[src/rtl/clk_div_bank.sv]
// -----------------------------------------------------------------------------
// clk_div_bank
//
// Bank of NCH independent clock-enable generators running from clk_24M.
// Each channel counts 0 .. div_act-1 and produces:
//   tick  : one-cycle strobe while cnt == 0
//   level : high while cnt < high_act (duty-cycle output)
// Divide ratio and high time are written into a per-channel shadow and only
// become active at a period boundary (wrap), on resync, or while the channel
// is idle. A period in progress therefore always completes with its old
// values, so the outputs never show a runt or stretched pulse.
//
// Ports
//   clk_24M   in   24 MHz clock
//   reset     in   synchronous, active-high
//   ch_en     in   [NCH]  per-channel run enable (registered into run_q)
//   resync    in   single-cycle pulse, zeroes every counter
//   cfg_we    in   config write strobe
//   cfg_ch    in   [CHW]  target channel
//   cfg_div   in   [CW]   new period in cycles (must be >= 2)
//   cfg_high  in   [CW]   new high time in cycles
//   tick      out  [NCH]  one-cycle strobe per period
//   level     out  [NCH]  duty-cycle output
//   cfg_pend  out  [NCH]  shadow written, not yet active
//   cfg_err   out  one-cycle pulse, the cycle after a rejected write
//
// Config handshake: cfg_we is a fire-and-forget strobe with no ready. Every
// edge with cfg_we=1 either accepts the write (shadow loaded, pend set) or
// rejects it (cfg_err pulses next cycle, no state change); there is no
// back-pressure and no write is ever held over to a later edge.
// -----------------------------------------------------------------------------
module clk_div_bank #(
   parameter int                  NCH       = 4,
   parameter int                  CW        = 21,
   parameter int                  CHW       = 2,
   parameter logic [NCH*CW-1:0]   DIV_INIT  = {21'd2400, 21'd24000, 21'd1200000, 21'd24},
   parameter logic [NCH*CW-1:0]   HIGH_INIT = {21'd1, 21'd1, 21'd1, 21'd12}
) (
   input  logic              clk_24M,
   input  logic              reset,
   input  logic [NCH-1:0]    ch_en,
   input  logic              resync,
   input  logic              cfg_we,
   input  logic [CHW-1:0]    cfg_ch,
   input  logic [CW-1:0]     cfg_div,
   input  logic [CW-1:0]     cfg_high,
   output logic [NCH-1:0]    tick,
   output logic [NCH-1:0]    level,
   output logic [NCH-1:0]    cfg_pend,
   output logic              cfg_err
);

   // One extra bit so a channel index equal to a non-power-of-two NCH is
   // still representable in the range check.
   localparam logic [CHW:0]  NCH_LIM = (CHW+1)'(NCH);
   localparam logic [CW-1:0] DIV_MIN = CW'(2);

   logic [NCH-1:0] run_q,  run_d;
   logic [NCH-1:0] pend_q, pend_d;
   logic [CW-1:0]  cnt_q      [NCH];
   logic [CW-1:0]  cnt_d      [NCH];
   logic [CW-1:0]  div_act_q  [NCH];
   logic [CW-1:0]  div_act_d  [NCH];
   logic [CW-1:0]  high_act_q [NCH];
   logic [CW-1:0]  high_act_d [NCH];
   logic [CW-1:0]  div_sh_q   [NCH];
   logic [CW-1:0]  div_sh_d   [NCH];
   logic [CW-1:0]  high_sh_q  [NCH];
   logic [CW-1:0]  high_sh_d  [NCH];
   logic           cfg_err_q, cfg_err_d;

   logic           cfg_ok;
   logic [NCH-1:0] wr_w;
   logic [NCH-1:0] wrap_w;
   logic [NCH-1:0] apply_w;

   // ---------------------------------------------------------------------------
   // Next-state logic
   // ---------------------------------------------------------------------------
   always_comb begin
      cfg_ok    = cfg_we && ({1'b0, cfg_ch} < NCH_LIM) && (cfg_div >= DIV_MIN);
      cfg_err_d = cfg_we && !cfg_ok;
      run_d     = ch_en;
      wr_w      = '0;
      wrap_w    = '0;
      apply_w   = '0;
      pend_d    = pend_q;
      for (int i = 0; i < NCH; i++) begin
         cnt_d[i]      = cnt_q[i];
         div_act_d[i]  = div_act_q[i];
         high_act_d[i] = high_act_q[i];
         div_sh_d[i]   = div_sh_q[i];
         high_sh_d[i]  = high_sh_q[i];

         wr_w[i]    = cfg_ok && (cfg_ch == CHW'(i));
         wrap_w[i]  = (cnt_q[i] == div_act_q[i] - CW'(1));
         apply_w[i] = pend_q[i] && (wrap_w[i] || resync || !run_q[i]);

         if (resync || !run_q[i] || wrap_w[i]) begin
            cnt_d[i] = '0;
         end else begin
            cnt_d[i] = cnt_q[i] + CW'(1);
         end

         // Apply reads the shadow as it stood before this edge, so a write on
         // the same edge lands afterwards and stays pending.
         if (apply_w[i]) begin
            div_act_d[i]  = div_sh_q[i];
            high_act_d[i] = high_sh_q[i];
         end
         if (wr_w[i]) begin
            div_sh_d[i]  = cfg_div;
            high_sh_d[i] = cfg_high;
         end
         pend_d[i] = wr_w[i] || (pend_q[i] && !apply_w[i]);
      end
   end

   // ---------------------------------------------------------------------------
   // State registers
   // ---------------------------------------------------------------------------
   always_ff @(posedge clk_24M) begin
      if (reset) begin
         run_q     <= '0;
         pend_q    <= '0;
         cfg_err_q <= 1'b0;
         for (int i = 0; i < NCH; i++) begin
            cnt_q[i]      <= '0;
            div_act_q[i]  <= DIV_INIT[i*CW +: CW];
            high_act_q[i] <= HIGH_INIT[i*CW +: CW];
            div_sh_q[i]   <= DIV_INIT[i*CW +: CW];
            high_sh_q[i]  <= HIGH_INIT[i*CW +: CW];
         end
      end else begin
         run_q     <= run_d;
         pend_q    <= pend_d;
         cfg_err_q <= cfg_err_d;
         for (int i = 0; i < NCH; i++) begin
            cnt_q[i]      <= cnt_d[i];
            div_act_q[i]  <= div_act_d[i];
            high_act_q[i] <= high_act_d[i];
            div_sh_q[i]   <= div_sh_d[i];
            high_sh_q[i]  <= high_sh_d[i];
         end
      end
   end

   // ---------------------------------------------------------------------------
   // Outputs: decodes of registered state only
   // ---------------------------------------------------------------------------
   always_comb begin
      tick  = '0;
      level = '0;
      for (int i = 0; i < NCH; i++) begin
         tick[i]  = run_q[i] && (cnt_q[i] == '0);
         level[i] = run_q[i] && (cnt_q[i] < high_act_q[i]);
      end
   end

   assign cfg_pend = pend_q;
   assign cfg_err  = cfg_err_q;

endmodule
[config.mk]
export PLATFORM = sky130hd
export DESIGN_NAME = clk_div_bank
export DESIGN_NICKNAME = d
export VERILOG_FILES = /design/src/rtl/clk_div_bank.sv
export SDC_FILE = /design/constraint.sdc
export NUM_CORES = 1
export LEC_CHECK = 0
export ABC_AREA = 0
export CAP_MARGIN = 20
export CORE_ASPECT_RATIO = 1.4
export CORE_MARGIN = 1.5
export CORE_UTILIZATION = 40
export DETAILED_ROUTE_END_ITERATION = 8
export RECOVER_POWER = 50
export SETUP_SLACK_MARGIN = 0.5
export SLEW_MARGIN = 20
export SYNTH_ARGS = -nofsm -noshare
export SYNTH_HDL_FRONTEND = slang
export SYNTH_SLANG_ARGS = --single-unit
[constraint.sdc]
create_clock -name clk_24M -period 9 [get_ports clk_24M]
set_clock_uncertainty 0.2 [all_clocks]
set_input_delay 1.35 -clock clk_24M [delete_from_list [all_inputs] [get_ports clk_24M]]
set_output_delay 1.35 -clock clk_24M [all_outputs]
set_load 0.02 [all_outputs]
### Word-level counts from Yosys, hierarchy flattened

Memory sizes are Yosys's and may differ from the RTL's.
Cells that the tools add are included.

| operators by class | value |
|---|---|
| add/subtract/negate cells | 8 |
| $lt $le $gt $ge | 5 |
| equality and inequality tests | 7 |
| muxes and demuxes | 43 |
| bitwise operators | 20 |
| reductions and logical operators | 56 |

Operators by type and width:

| kind | number |
|---|---|
| 21-bit 2-to-1 mux | 40 |
| 21-bit by 1-bit adder with 21-bit output, second input constant | 4 |
| 21-bit == test | 4 |
| 21-bit zero test | 4 |
| 21-bit less-than comparator | 4 |
| 21-bit by 1-bit subtractor with 21-bit output, second input constant | 4 |
| 1-bit logical AND | 22 |
| 21-bit by 2-bit greater-or-equal comparator with 1-bit output, second input constant | 1 |
| 1-bit logical OR | 20 |
| 1-bit bitwise OR | 20 |
| 1-bit zero test | 9 |
| 2-bit == test, second input constant | 2 |
| 1-bit 2-to-1 mux | 3 |
| 2-bit by 1-bit == test with 1-bit output, second input constant | 1 |
| 2-bit zero test | 1 |

| word-level totals | value |
|---|---|
| flip-flop bits (word level) | 9 |
| bits in writable memories | 420 |
| output and inout bits | 13 |
| logic and storage cells | 147 |
| memories | 5 |

Memories:

| name | depth | width | rd ports | clocked after Yosys merged registers in | write ports | line | source |
|---|---|---|---|---|---|---|---|
| cnt_q | 4 | 21 | 4 | 0 | 4 | 60 | `logic [CW-1:0] cnt_q [NCH];` |
| div_act_q | 4 | 21 | 4 | 0 | 4 | 62 | `logic [CW-1:0] div_act_q [NCH];` |
| div_sh_q | 4 | 21 | 4 | 0 | 4 | 66 | `logic [CW-1:0] div_sh_q [NCH];` |
| high_act_q | 4 | 21 | 4 | 0 | 4 | 64 | `logic [CW-1:0] high_act_q [NCH];` |
| high_sh_q | 4 | 21 | 4 | 0 | 4 | 68 | `logic [CW-1:0] high_sh_q [NCH];` |

### Depth between registers and ports, before layout

| depth | value |
|---|---|
| word-level depth | 8 |
| gate-level depth with buffers | 12 |
| mapped depth without buffers | 10 |

### Least setup slack after synthesis

No wires, ideal clock.

| timing path | value |
|---|---|
| kind | register to output |
| start | mem high_act_q[3][6] |
| end | out level[3] |
| arrival time | 2.302 ns |
| setup slack | 5.148 ns |
| cell stages (with the launch flop) | 11 |
| buffers on the path | 0 |
| path through | dfxtp_1 -> inv_1 -> ha_1 -> a21o_1 -> a21o_1 -> a21oi_1 -> nor2b_1 -> o21ai_0 -> a21oi_1 -> or4b_2 -> a21oi_1 |

RTL lines:

| element | line | source |
|---|---|---|
| start, declared | 64 |  |
| end, declared | 48 | `output logic [NCH-1:0] level,` |

==> qor.json <==
{
  "global_route.overflow_total": 0,
  "unrepaired_setup_endpoints_after_global_routing": "false",
  "run_status": "finished with violations",
  "num-fill-cells": 5212,
  "cp_cell_sequence": "or4_1, or3_1, o31ai_1, a32o_1, a21oi_1, a31oi_1, clkbuf_1, mux2i_1, nor2_1",
  "drtPass1Iterations": 5,
  "leakage_power_figure_nw": 8.78,
  "failing_checks": "max-capacitance violations, max-slew violations",
  "pwr-share-clk": 0.456,
  "critPathLaunch": "div_act_q[2][8]$_SDFFE_PP1P_",
  "cts_resized": 0,
  "power_report.internal_total_mw": 3.04,
  "global_route.usage.met3": 0.0379,
  "grt_start_max_net_pins": 110,
  "die_width_um": 198,
  "dpl-instance-area_um2": 22200,
  "floorplan.initialDensity": 0.406,
  "netlist_area_um2": 21200,
  "synthCells": 2581,
  "critical_path_buffer_and_inverter_count": 1,
  "rr_startpoint": "div_act_q[2][8]$_SDFFE_PP1P_",
  "timing_max_transition_violations_final": 427,
  "setup_total_negative_slack_ns": 0,
  "total_switching_power_mw": 0.951,
  "numPlacedInstances": 3203,
  "antenna_found_initial": 1,
  "summed_area_of_non_filler_cells_in_the_final_layout_um2": 23600,
  "crit_path_end_kind": "flip-flop",
  "cts_hold_repair.buffers": 0,
  "power.share.switching": 0.238,
  "place_hpwl_mm": 42.7,
  "area_growth_syn_to_layout_pct": 11.1,
  "first_global_vias": 17025,
  "setup_viol": 0,
  "worstPathMaxFanout": 44,
  "ys_types": 83,
  "h-tree-depth": 2,
  "postSynthAreaPerCell_um2": 8.22,
  "ys_ff_latch": 429,
  "fin_hold_ws_ns": 0.253,
  "max_cap_viol_count": 9,
  "critical_path.top_delay_family": "buffers and inverters",
  "timing.hold.worst.class": "flip-flop to flip-flop",
  "drt-vias-per-instance": 5.41,
  "final_min_period_over_clock_period": 0.628,
  "reg2regPathDepth": 9,
  "post_synth_xor_area_fraction": 0.0706,
  "initial_drc_count": 1129,
  "crit_slowest_cell": "sky130_fd_sc_hd__clkbuf_1",
  "synth_area_in_simple_gates": 0.241,
  "clock_latency_ns": 0.57,
  "nets": 2686,
  "clock-root-buffer": "sky130_fd_sc_hd__clkbuf_16",
  "proportion_of_synthesized_flip_flops_having_asynchronous_set_or_reset": 0,
  "ff2ff_setup_slack_ns": 3.35,
  "synth_largest_type_area_fraction": 0.405,
  "pwr-share-seq": 0.489,
  "tritoncts": "done",
  "clock_sinks": 429,
  "route.detailed.wl_per_inst_um": 18.7,
  "detailroute.via_count": 17765,
  "globalRouteMet2Util": 0.392,
  "post_synth_main_area_contributors": "sky130_fd_sc_hd__dfxtp_1 (40%), sky130_fd_sc_hd__nand2_1 (8.7%), sky130_fd_sc_hd__mux2i_1 (6.5%)",
  "vdd_ir_max_mv": 0.104,
  "critical_path_start_end_classification": "flip-flop to flip-flop",
  "layout-drive-gt1-share": 0.0439,
  "worstMarginPinSlew_ns": 3.19,
  "endpoint": "high_act_q[2][17]$_SDFFE_PP0P_",
  "grtUsageMet1": 0.260,
  "cts-root-to-sink-buffers": 3,
  "synth_compound_gate_area_share": 0.110,
  "worst_path_largest_cell_delay_ns": 1.93,
  "power_mw": 4.00,
  "io_pins": 65,
  "global_route.peak_usage_layer": "met2",
  "slew_headroom": -1.13,
  "totalWireLength_mm": 61.2,
  "post_cts_setup_buffers": 0,
  "grt_pass1_wl_mm": 95.0,
  "timing.critical_path.arrival_ns": 5.77,
  "portbufs": 64,
  "synth_adder_area_share": 0.0543,
  "die-area_um2": 54400,
  "ys_seq_area_frac": 0.405,
  "tritoncts.num_buffers": 43,
  "timing_hold_violations_final": 0,
  "antenna_cells_inserted": 0,
  "core.rowCount": 99,
  "synth_fp_nets": 2725,
  "ys.flop_type": "sky130_fd_sc_hd__dfxtp_1",
  "cts.clk_slew.worst_paths_ns": 0.06,
  "post-route-min-period_ns": 5.65,
  "power-per-cell-area_nw_per_um2": 170,
  "placeableCoreArea_um2": 52300,
  "achievable-frequency_mhz": 177,
  "die-height_um": 275,
  "reg2reg_to": "high_act_q[2][17]$_SDFFE_PP0P_",
  "muxShareOfSynthArea": 0.0659,
  "postRouteAntennaNets": 0,
  "stdcell_count": 3282,
  "comb_power_share": 0.055,
  "weighted_congestion_at_the_end_of_routability_driven_global_placement": 0.873,
  "ys_warns": 0,
  "grt_use_total": 0.224,
  "crit_cells": 9,
  "number_of_flops_mapped_to_enable_cells_by_yosys": 0,
  "leading_area_contributor_after_synthesis": "sky130_fd_sc_hd__dfxtp_1",
  "largest_family_of_logic_cells_by_synthesized_area": "simple AND/OR/NAND/NOR gates",
  "setup.worst_path.start_class": "flip-flop",
  "cp.required_ns": 9.12,
  "remaining_drc_errors": 0
}
-- power by group through the flow --
| stage | Combinational, mW | Clock, mW | Sequential [mW] |
|---|---|---|---|
| 5_1_grt | 0.237 | 1.94 | 1.96 |
| 2_1_floorplan | 0.124 | 0 | 1.99 |
| 4_1_cts | 0.219 | 1.86 | 1.95 |
| 3_3_place_gp | 0.215 | 0 | 1.99 |
| 3_5_place_dp | 0.218 | 0 | 2.00 |
| 6_report | 0.219 | 1.82 | 1.95 |
-- placed cells by master (no fill, tap or decap), types with 11 or more instances in the layout --
cell                              netlist  routed
sky130_fd_sc_hd__ha_1                  92      92
sky130_fd_sc_hd__nor3_1                70      69
sky130_fd_sc_hd__and2_1                13      11
sky130_fd_sc_hd__or4_1                 15      15
sky130_fd_sc_hd__nand2b_1              11      11
sky130_fd_sc_hd__a21oi_1              202     202
sky130_fd_sc_hd__o21ai_0               15      15
sky130_fd_sc_hd__o2111ai_1             22      23
sky130_fd_sc_hd__nand3b_1              12      12
sky130_fd_sc_hd__a21o_1                32      32
sky130_fd_sc_hd__buf_4                  2      11
sky130_fd_sc_hd__nand2_1              493     493
sky130_fd_sc_hd__clkdlybuf4s50_1        0      57
sky130_fd_sc_hd__nor4b_1               16      17
sky130_fd_sc_hd__nor4_1                34      36
sky130_fd_sc_hd__o31ai_1               24      24
sky130_fd_sc_hd__clkbuf_1             145      15
sky130_fd_sc_hd__xnor2_1               81      81
sky130_fd_sc_hd__dfxtp_1              429     429
sky130_fd_sc_hd__inv_1                110     109
sky130_fd_sc_hd__nor2b_1               19      19
sky130_fd_sc_hd__nor2_1               232     232
sky130_fd_sc_hd__nand4_1               40      40
sky130_fd_sc_hd__clkinv_2               0      11
sky130_fd_sc_hd__and3_1                14      14
sky130_fd_sc_hd__clkbuf_16              0      43
sky130_fd_sc_hd__mux2i_1              137     137
sky130_fd_sc_hd__xor2_1                90      90
sky130_fd_sc_hd__nand3_1               79      79
-- metrics by stage --
stage	setup slack [ns]	util
6_report	3.35	0.451
3_5_place_dp	4.41	0.425
5_1_grt	2.97	0.451
2_1_floorplan	5.15	-
4_1_cts	3.80	0.452
3_3_place_gp	4.39	0.425
-- synth_stat cells (5+ instances only) --
cell type and n:
sky130_fd_sc_hd__or2_2 5, sky130_fd_sc_hd__o2111ai_1 22, sky130_fd_sc_hd__o21ai_0 15, sky130_fd_sc_hd__xor2_1 90, sky130_fd_sc_hd__nand4_1 40, sky130_fd_sc_hd__dfxtp_1 429
sky130_fd_sc_hd__nand3_1 79, sky130_fd_sc_hd__nor4b_1 16, sky130_fd_sc_hd__ha_1 92, sky130_fd_sc_hd__nand2_1 493, sky130_fd_sc_hd__or3_1 6, sky130_fd_sc_hd__o31ai_1 24
sky130_fd_sc_hd__and2_1 13, sky130_fd_sc_hd__and4_1 7, sky130_fd_sc_hd__a211oi_1 6, sky130_fd_sc_hd__nor2_1 232, sky130_fd_sc_hd__xnor2_1 81, sky130_fd_sc_hd__o22ai_1 9
sky130_fd_sc_hd__nor3b_1 6, sky130_fd_sc_hd__a21o_1 32, sky130_fd_sc_hd__or4_1 15, sky130_fd_sc_hd__mux2i_1 137, sky130_fd_sc_hd__and3_1 14, sky130_fd_sc_hd__a21oi_1 202
sky130_fd_sc_hd__nor3_1 70, sky130_fd_sc_hd__nor4_1 34, sky130_fd_sc_hd__a31oi_1 8, sky130_fd_sc_hd__inv_1 110, sky130_fd_sc_hd__nand2b_1 11, sky130_fd_sc_hd__nand3b_1 12
sky130_fd_sc_hd__clkbuf_1 145, sky130_fd_sc_hd__nor2b_1 19, sky130_fd_sc_hd__buf_2 14
-- final cells by class --
cell class / count / area (um^2) / area share
multi-input combinational: 1874 / 11500 / 0.488
sequential: 429 / 8590 / 0.365
clock buffer: 58 / 1220 / 0.0519
tap: 707 / 885 / 0.0376
timing repair buffer: 84 / 762 / 0.0323
inverter: 110 / 415 / 0.0176
clock inverter: 20 / 195 / 0.00829
-- worst min-delay path by stage --
stage / startpoint / endpoint / slack [ns] / depth (start not counted)
6_report: high_sh_q[1][3]$_SDFFE_PP0P_ / high_sh_q[1][3]$_SDFFE_PP0P_ / 0.25 / 2
5_1_grt: high_sh_q[3][2]$_SDFFE_PP0P_ / high_sh_q[3][2]$_SDFFE_PP0P_ / 0.27 / 2
4_1_cts: high_sh_q[2][14]$_SDFFE_PP0P_ / high_sh_q[2][14]$_SDFFE_PP0P_ / 0.25 / 2
3_5_place_dp: high_sh_q[2][14]$_SDFFE_PP0P_ / high_sh_q[2][14]$_SDFFE_PP0P_ / 0.25 / 2
3_3_place_gp: div_sh_q[2][5]$_SDFFE_PP0P_ / div_sh_q[2][5]$_SDFFE_PP0P_ / 0.24 / 2
2_1_floorplan: high_act_q[3][10]$_SDFFE_PP0P_ / high_act_q[3][10]$_SDFFE_PP0P_ / 0.23 / 2
-- kinds of logic after synthesis --
logic type / Yosys count
AO/OA/AOI/OAI: 371
XOR/XNOR: 171
adder cells (fa/ha/maj): 92
buffers and inverters: 278
flip-flops: 429
multiplexers: 139
AND/OR/NAND/NOR: 1101
-- sequential cells by signal (all words and copies together) (netlist names) --
signal / flops
cnt_q: 84
div_act_q: 84
div_sh_q: 84
high_act_q: 84
high_sh_q: 84
cfg_pend: 4
run_q: 4
cfg_err: 1
-- layer usage --
| metal | vias to the layer above | wire length (um) |
|---|---|---|
| met5 | - | 14 |
| met4 | 2 | 3180 |
| met3 | 138 | 3210 |
| met2 | 438 | 30000 |
| met1 | 8463 | 24800 |
| li1 | 8724 | - |
-- worst register-to-register path, delay by kind of cell, from the launching register on --
family / cells / cell delay [ns]
buffers and inverters: 1 / 1.93
AOI/OAI and AO/OA: 4 / 1.33
and+or+nand+nor: 3 / 1.20
DFF: 1 / 0.38
muxes: 1 / 0.36
(Power assumes the default switching activity.)
